File: src/rtl/frame_aligner.sv
// Byte-stream frame aligner: hunts for 12-byte frames led by a 0xAFAA or 0xBA55
// header, locks after three evenly spaced headers, and drops lock after four bad ones.
module frame_aligner (
  input  logic       clk,
  input  logic       reset,
  input  logic [7:0] rx_data,
  output logic [3:0] fr_byte_position,
  output logic       frame_detect
);

  typedef enum logic [1:0] {SEARCH, TRACK, LOCKED} state_t;

  state_t     state;
  logic [3:0] pos;
  logic [1:0] vcnt;
  logic [2:0] icnt;
  logic [7:0] prev;
  logic       hdr_ok;
  logic [3:0] pos_nxt;

  // Header is sent LSB first, so the history byte holds the LSB.
  assign hdr_ok  = ((prev == 8'hAA) && (rx_data == 8'hAF)) ||
                   ((prev == 8'h55) && (rx_data == 8'hBA));
  assign pos_nxt = (pos == 4'd11) ? 4'd0 : pos + 4'd1;

  always_ff @(posedge clk) begin
    if (reset) begin
      state            <= SEARCH;
      pos              <= 4'd0;
      vcnt             <= 2'd0;
      icnt             <= 3'd0;
      prev             <= 8'd0;
      frame_detect     <= 1'b0;
      fr_byte_position <= 4'd0;
    end else begin
      prev <= rx_data;
      case (state)
        SEARCH: begin
          fr_byte_position <= 4'd0;
          if (hdr_ok) begin
            state <= TRACK;
            pos   <= 4'd1;
            vcnt  <= 2'd1;
          end
        end
        TRACK: begin
          pos <= pos_nxt;
          // Only the pair landing on position 1 counts; headers elsewhere are payload.
          if (pos_nxt == 4'd1) begin
            if (!hdr_ok) begin
              state <= SEARCH;
              pos   <= 4'd0;
              vcnt  <= 2'd0;
            end else if (vcnt == 2'd2) begin
              state            <= LOCKED;
              vcnt             <= 2'd3;
              icnt             <= 3'd0;
              frame_detect     <= 1'b1;
              fr_byte_position <= pos_nxt;
            end else begin
              vcnt <= vcnt + 2'd1;
            end
          end
        end
        LOCKED: begin
          pos              <= pos_nxt;
          fr_byte_position <= pos_nxt;
          if (pos_nxt == 4'd1) begin
            if (hdr_ok) begin
              icnt <= 3'd0;
            end else if (icnt == 3'd3) begin
              state            <= SEARCH;
              pos              <= 4'd0;
              vcnt             <= 2'd0;
              icnt             <= 3'd0;
              frame_detect     <= 1'b0;
              fr_byte_position <= 4'd0;
            end else begin
              icnt <= icnt + 3'd1;
            end
          end
        end
        default: begin
          state            <= SEARCH;
          pos              <= 4'd0;
          vcnt             <= 2'd0;
          icnt             <= 3'd0;
          frame_detect     <= 1'b0;
          fr_byte_position <= 4'd0;
        end
      endcase
    end
  end

endmodule

File: config.mk
export PLATFORM = sky130hd
export DESIGN_NAME = frame_aligner
export DESIGN_NICKNAME = d
export VERILOG_FILES = /design/src/rtl/frame_aligner.sv
export SDC_FILE = /design/constraint.sdc
export NUM_CORES = 1
export LEC_CHECK = 0
export CORE_MARGIN = 2
export CORE_UTILIZATION = 54
export CTS_CLUSTER_DIAMETER = 120
export DETAILED_ROUTE_END_ITERATION = 7
export PLACE_DENSITY = 0.87
export SYNTH_ARGS = -nofsm -noshare
export SYNTH_HDL_FRONTEND = slang
export SYNTH_SLANG_ARGS = --single-unit
export TNS_END_PERCENT = 1
File: constraint.sdc
create_clock -name clk -period 2.3 [get_ports clk]
set_input_delay 0.345 -clock clk [delete_from_list [all_inputs] [get_ports clk]]
set_output_delay 0.345 -clock clk [all_outputs]
set_load 0.01 [all_outputs]
== Yosys cells after proc, flatten, opt, wreduce, memory -nomap -nowiden ==
Index checks and enable logic that the tools add are counted.
Widths: inputs -> output; s select.
Storage, ports and cells
  register bits after elaboration: 24
  output and inout bits: 5
  word-level logic and storage cells: 76
Operators by class
  add/sub/neg operators: 3
  equal/unequal tests: 18
  muxes and demuxes: 38
  bitwise gates (word level): 1
  reductions and logical operators: 9
Operators by type and width (number)
  $mux 4: 10
  $eq 8x8->1 const B: 3
  $mux 2: 10
  $mux 3: 6
  $ne 2x2->1 const B: 7
  $pmux 2 s3: 2
  $pmux 4 s3: 1
  $reduce_and 5->1: 2
  $pmux 3 s3: 1
  $eq 8x7->1 const B: 1
  $pmux 4 s2: 1
  $reduce_and 7->1: 1
  $mux 1: 6
  $reduce_and 6->1: 1
  $add 4x1->4 const B: 1
  $eq 2x2->1 const B: 2
  $eq 4x1->1 const B: 1
  $eq 4x4->1 const B: 1
  $add 3x1->3 const B: 1
  $eq 3x2->1 const B: 1
  $ne 3x3->1 const B: 1
  $pmux 1 s3: 1
  $reduce_and 3->1: 1
  $add 2x1->2 const B: 1
  5 further kinds: 6

== Depth between registers and ports, before layout ==
Gate-level depths: netlist of the first run.
  word-level depth: 6
  gate-level depth with buffers: 8
  mapped depth without buffers: 7

== Least setup slack after synthesis of the first run ==
No wires, ideal clock.
  kind: register -> register
  from: reg pos[0]
  to: reg frame_detect
  arrival time: 1.833 ns
  data required time: 2.214 ns
  setup slack: 0.382 ns
  stages on the path, launching flop included: 8
  buffers on the path: 0
  period minus slack after synthesis: 1.918 ns
  cells stage by stage: dfxtp_1 ha_1 nand2b_1 nand3_1 o22a_1 o31a_1 or3_1 a211oi_1
Between the ends
  cells in the longest elaborated chain, start to end: 5
Ends and longest elaborated chain
  start: declaration: RTL line 14  | logic [3:0] pos;
  start signal: assignment: RTL line 47  | pos <= pos_nxt;
  start signal: assignment: RTL line 66  | pos <= pos_nxt;
  $add 4x1->4 or $eq 4x4->1 (tied branches): RTL line 24  | assign pos_nxt = (pos == 4'd11) ? 4'd0 : pos + 4'd1;
  $mux 4 (*): RTL line 24
  $eq 4x1->1 (*): RTL line 49, 68
  $ne 2x2->1 (no line)
  $reduce_and 7->1 (no line) (*)
  end signal: assignment: RTL line 33  | frame_detect <= 1'b0;
  end signal: assignment: RTL line 58  | frame_detect <= 1'b1;
  end signal: assignment: RTL line 76  | frame_detect <= 1'b0;
  end: declaration: RTL line 8  | output logic frame_detect
Every way passes the cells marked *; elsewhere a longest branch is shown, timed or not.
A chain may end at the register's enable or synchronous reset.

== Worst setup path in the final report of the first run ==
Same ends and word-level chain as after synthesis.

==> summary.txt, run 1 <==
Worst setup margin - 0.161 ns
Post-CTS Setup Inserts - 0
Hold_buf cts - 0
CTS buffer count - 3
# DRC - 0
Detail Route Antenna Nets - 0
Register area share after synthesis - 36.8%
Max Clk Rate - 0.467 GHz
Psw - 0.149 mW
Yosys reg bits - 24
Initial Utilization - 57.9%
Max Buffers Root-to-Sink - 2
WL final - 2.96 mm
Cell count after placement - 195
Max-cap violations - 0
Worst slew pin tran - 0.625 ns
Die area - 0.00283 mm2
Seq pwr share - 55.2%
RePlAce Congestion - 0.833
Most common cell after layout, fill and taps aside - dfxtp_1
Min-Delay Endpoint - fr_byte_position[2]
TritonCTS clock tree - built
Sink Count - 24
Number of cells on the worst hold path - 2
Hold Fails Final Rpt - 0
I/O pin count - 15
Crit path required time - 2.54 ns
Synth cell types - 39
Worst min path class - register to register
Vias/cell - 5.98
Power Density - 487 mW/mm2
# resized after CTS - 0
Post-Syn Area - 0.00131 mm2
Synthesis-to-layout area growth - 21.6%
Peak VDD IR - 467 uV
Critical Path AT - 2.37 ns
Max_slew headroom - 58.2%
Worst Setup End Kind - register
Switching Share - 19.3%
Initial antenna violation count - 0
Final non-filler cell total - 199
RSZ-0062 raised after global routing - no
Pre-CTS setup slack - -0.0791 ns
Horiz. Die Dim - 53.2 um
Die Height - 53.2 um
Reg2reg end - frame_detect
Period Utilization, post-route - 93.0%
Vias post-DR - 1,191
Slew Limit Fails - 0
Crit Path Class - register to register
Worst skew pair latency - 0.33 ns
Share of cells above drive strength 1 - 11.7%
Top cells by area, synth - dfxtp_1, ha_1, nand4bb_1, nor2b_1, a21oi_1
Grt ovf - 0
Vias in the first global route - 1,111
Core box area - 0.00225 mm2
Largest net degree at the start of global routing - 20
Comb pwr share - 5.1%
Hpwl dp - 2.24 mm
Syn nets - 166
R2r worst-path depth - 7
P_int - 0.624 mW
Placed inst area - 0.00153 mm2
Cell taking the most area after synthesis - dfxtp_1
Port buffer count - 14
Total Power - 0.773 mW
R2R Setup Slk - 0.16 ns
Hold path start - fr_byte_position[2]
Outcome - completed
First-pass GRT wire length - 4.74 mm
CP max FO - 6
Avg Cell Area, Syn - 8.82 um2
Tmin final - 2.14 ns
Initial DRC count - 38
Final Util - 70.4%
CTS H-tree lvls - 1
Rows - 17
Overall Global Routing Usage - 23.8%
Pre-antenna DRT Iters - 4
Design Area, Final - 0.00159 mm2
Final setup violation count - 0
# diodes - 0
Syn Inst Count - 148
Clock group share of total power - 39.7%
Nets - 190
Final Skew - 0.00307 ns
Startpoint Class - register
Static Leakage - 0.561 nW
Top cell type's share of synthesized area - 36.8%
Worst r2r src - pos[0]
Clk pin slew, worst setup/hold paths - 0.13 ns
Avg WL per Cell - 14.9 um
Ys Warns - 0
Root buffer cell - clkbuf_4
Commonest cells after routing, fill and taps aside - dfxtp_1, clkdlybuf4s50_1, a21oi_1
==> worst max-delay path: stages (launching register included) <==
cell and delay (ns):
dfxtp_1 0.36, ha_1 0.28, nand2b_1 0.12, nand3_1 0.10, o22a_1 0.23, o31a_1 0.32, or3_1 0.38, a211oi_1 0.26
==> how the worst max path moves through the flow <==
| stage | end | startpoint | slack [ns] |
|---|---|---|---|
| CTS | frame_detect | pos[0] | 0.16 |
| global placement | frame_detect | rx_data[4] | 0.02 |
| finish | frame_detect | pos[0] | 0.16 |
| floorplan | frame_detect | pos[0] | 0.38 |
| detailed placement | vcnt[1] | rx_data[2] | -0.08 |
| global route | icnt[1] | pos[0] | 0.01 |
==> Yosys cell counts <==
| cell type | count |
|---|---|
| xnor2_1 | 1 |
| nor3_1 | 3 |
| clkbuf_1 | 2 |
| a31oi_1 | 2 |
| a21oi_1 | 12 |
| nand4bb_1 | 6 |
| o221a_2 | 1 |
| nor4_2 | 2 |
| a211oi_1 | 4 |
| ha_1 | 8 |
| or2_2 | 1 |
| o31ai_1 | 1 |
| nand4_1 | 2 |
| nor2b_1 | 10 |
| a311oi_1 | 1 |
| dfxtp_1 | 24 |
| nand4b_1 | 2 |
| nor2_1 | 6 |
| o41ai_1 | 1 |
| o31a_1 | 1 |
| nand3b_1 | 3 |
| o22a_1 | 1 |
| or3_1 | 4 |
| or4b_1 | 1 |
| mux2i_1 | 2 |
| o21ai_0 | 5 |
| nand2_1 | 9 |
| nand2b_1 | 5 |
| o2111ai_1 | 1 |
| or3b_1 | 1 |
| nand3_1 | 5 |
| nor4_1 | 1 |
| mux2_2 | 2 |
| buf_1 | 1 |
| a21o_1 | 1 |
| nor3b_1 | 2 |
| o22ai_1 | 1 |
| inv_1 | 11 |
| buf_2 | 2 |
==> registers in the layout, indices dropped and copies added (netlist names) <==
register and cells:
prev 8, state 2, frame_detect 1, pos 4, vcnt 2, icnt 3, fr_byte_position 4
==> cells by family after synthesis <==
group | after synthesis | synth area share (%)
compound gates | 32 | 15.6
fa+ha+maj | 8 | 7.67
simple gates | 63 | 31.2
xor+xnor | 1 | 0.671
flops | 24 | 36.8
mux | 4 | 3.26
buf+inv | 16 | 4.79
==> through the flow <==
| stage | TNS [ns] | hold WS [ns] |
|---|---|---|
| 6_report | 0 | 0.472 |
| 5_1_grt | 0 | 0.491 |
| 4_1_cts | 0 | 0.476 |
| 3_5_place_dp | -0.319 | 0.457 |
| 3_3_place_gp | 0 | 0.442 |
| 2_1_floorplan | 0 | 0.417 |
==> power by group through the flow <==
stage          sequential (mW)  clock, mW  combinational (mW)
3_5_place_dp             0.436          0              0.0397
5_1_grt                  0.427      0.321              0.0429
2_1_floorplan            0.435          0              0.0167
6_report                 0.427      0.307              0.0397
4_1_cts                  0.427      0.305              0.0399
3_3_place_gp             0.435          0              0.0380
==> layout make-up <==
cell class / count / area, um2
clock inverter: 1 / 30.0
clock buffer: 3 / 22.5
timing repair buffer: 24 / 215
inverter: 11 / 41.3
sequential: 24 / 480
fill: 196 / 668
tap: 28 / 35.0
multi-input combinational: 108 / 762
==> routing by layer <==
layer / track usage [%] / share of wire (%)
met1: 24.6 / 40
met2: 44.6 / 52
met3: 4.80 / 4.8
met4: 12.4 / 3.0
met5: 0 / 0
Note: power is estimated with default switching activity, not from simulation.
==> run 2, diff against run 1 <==
CAP_MARGIN = 0   (was unset)
==> results of run 2 <==
Final layout, timing and power as in run 1 (identical DEF).
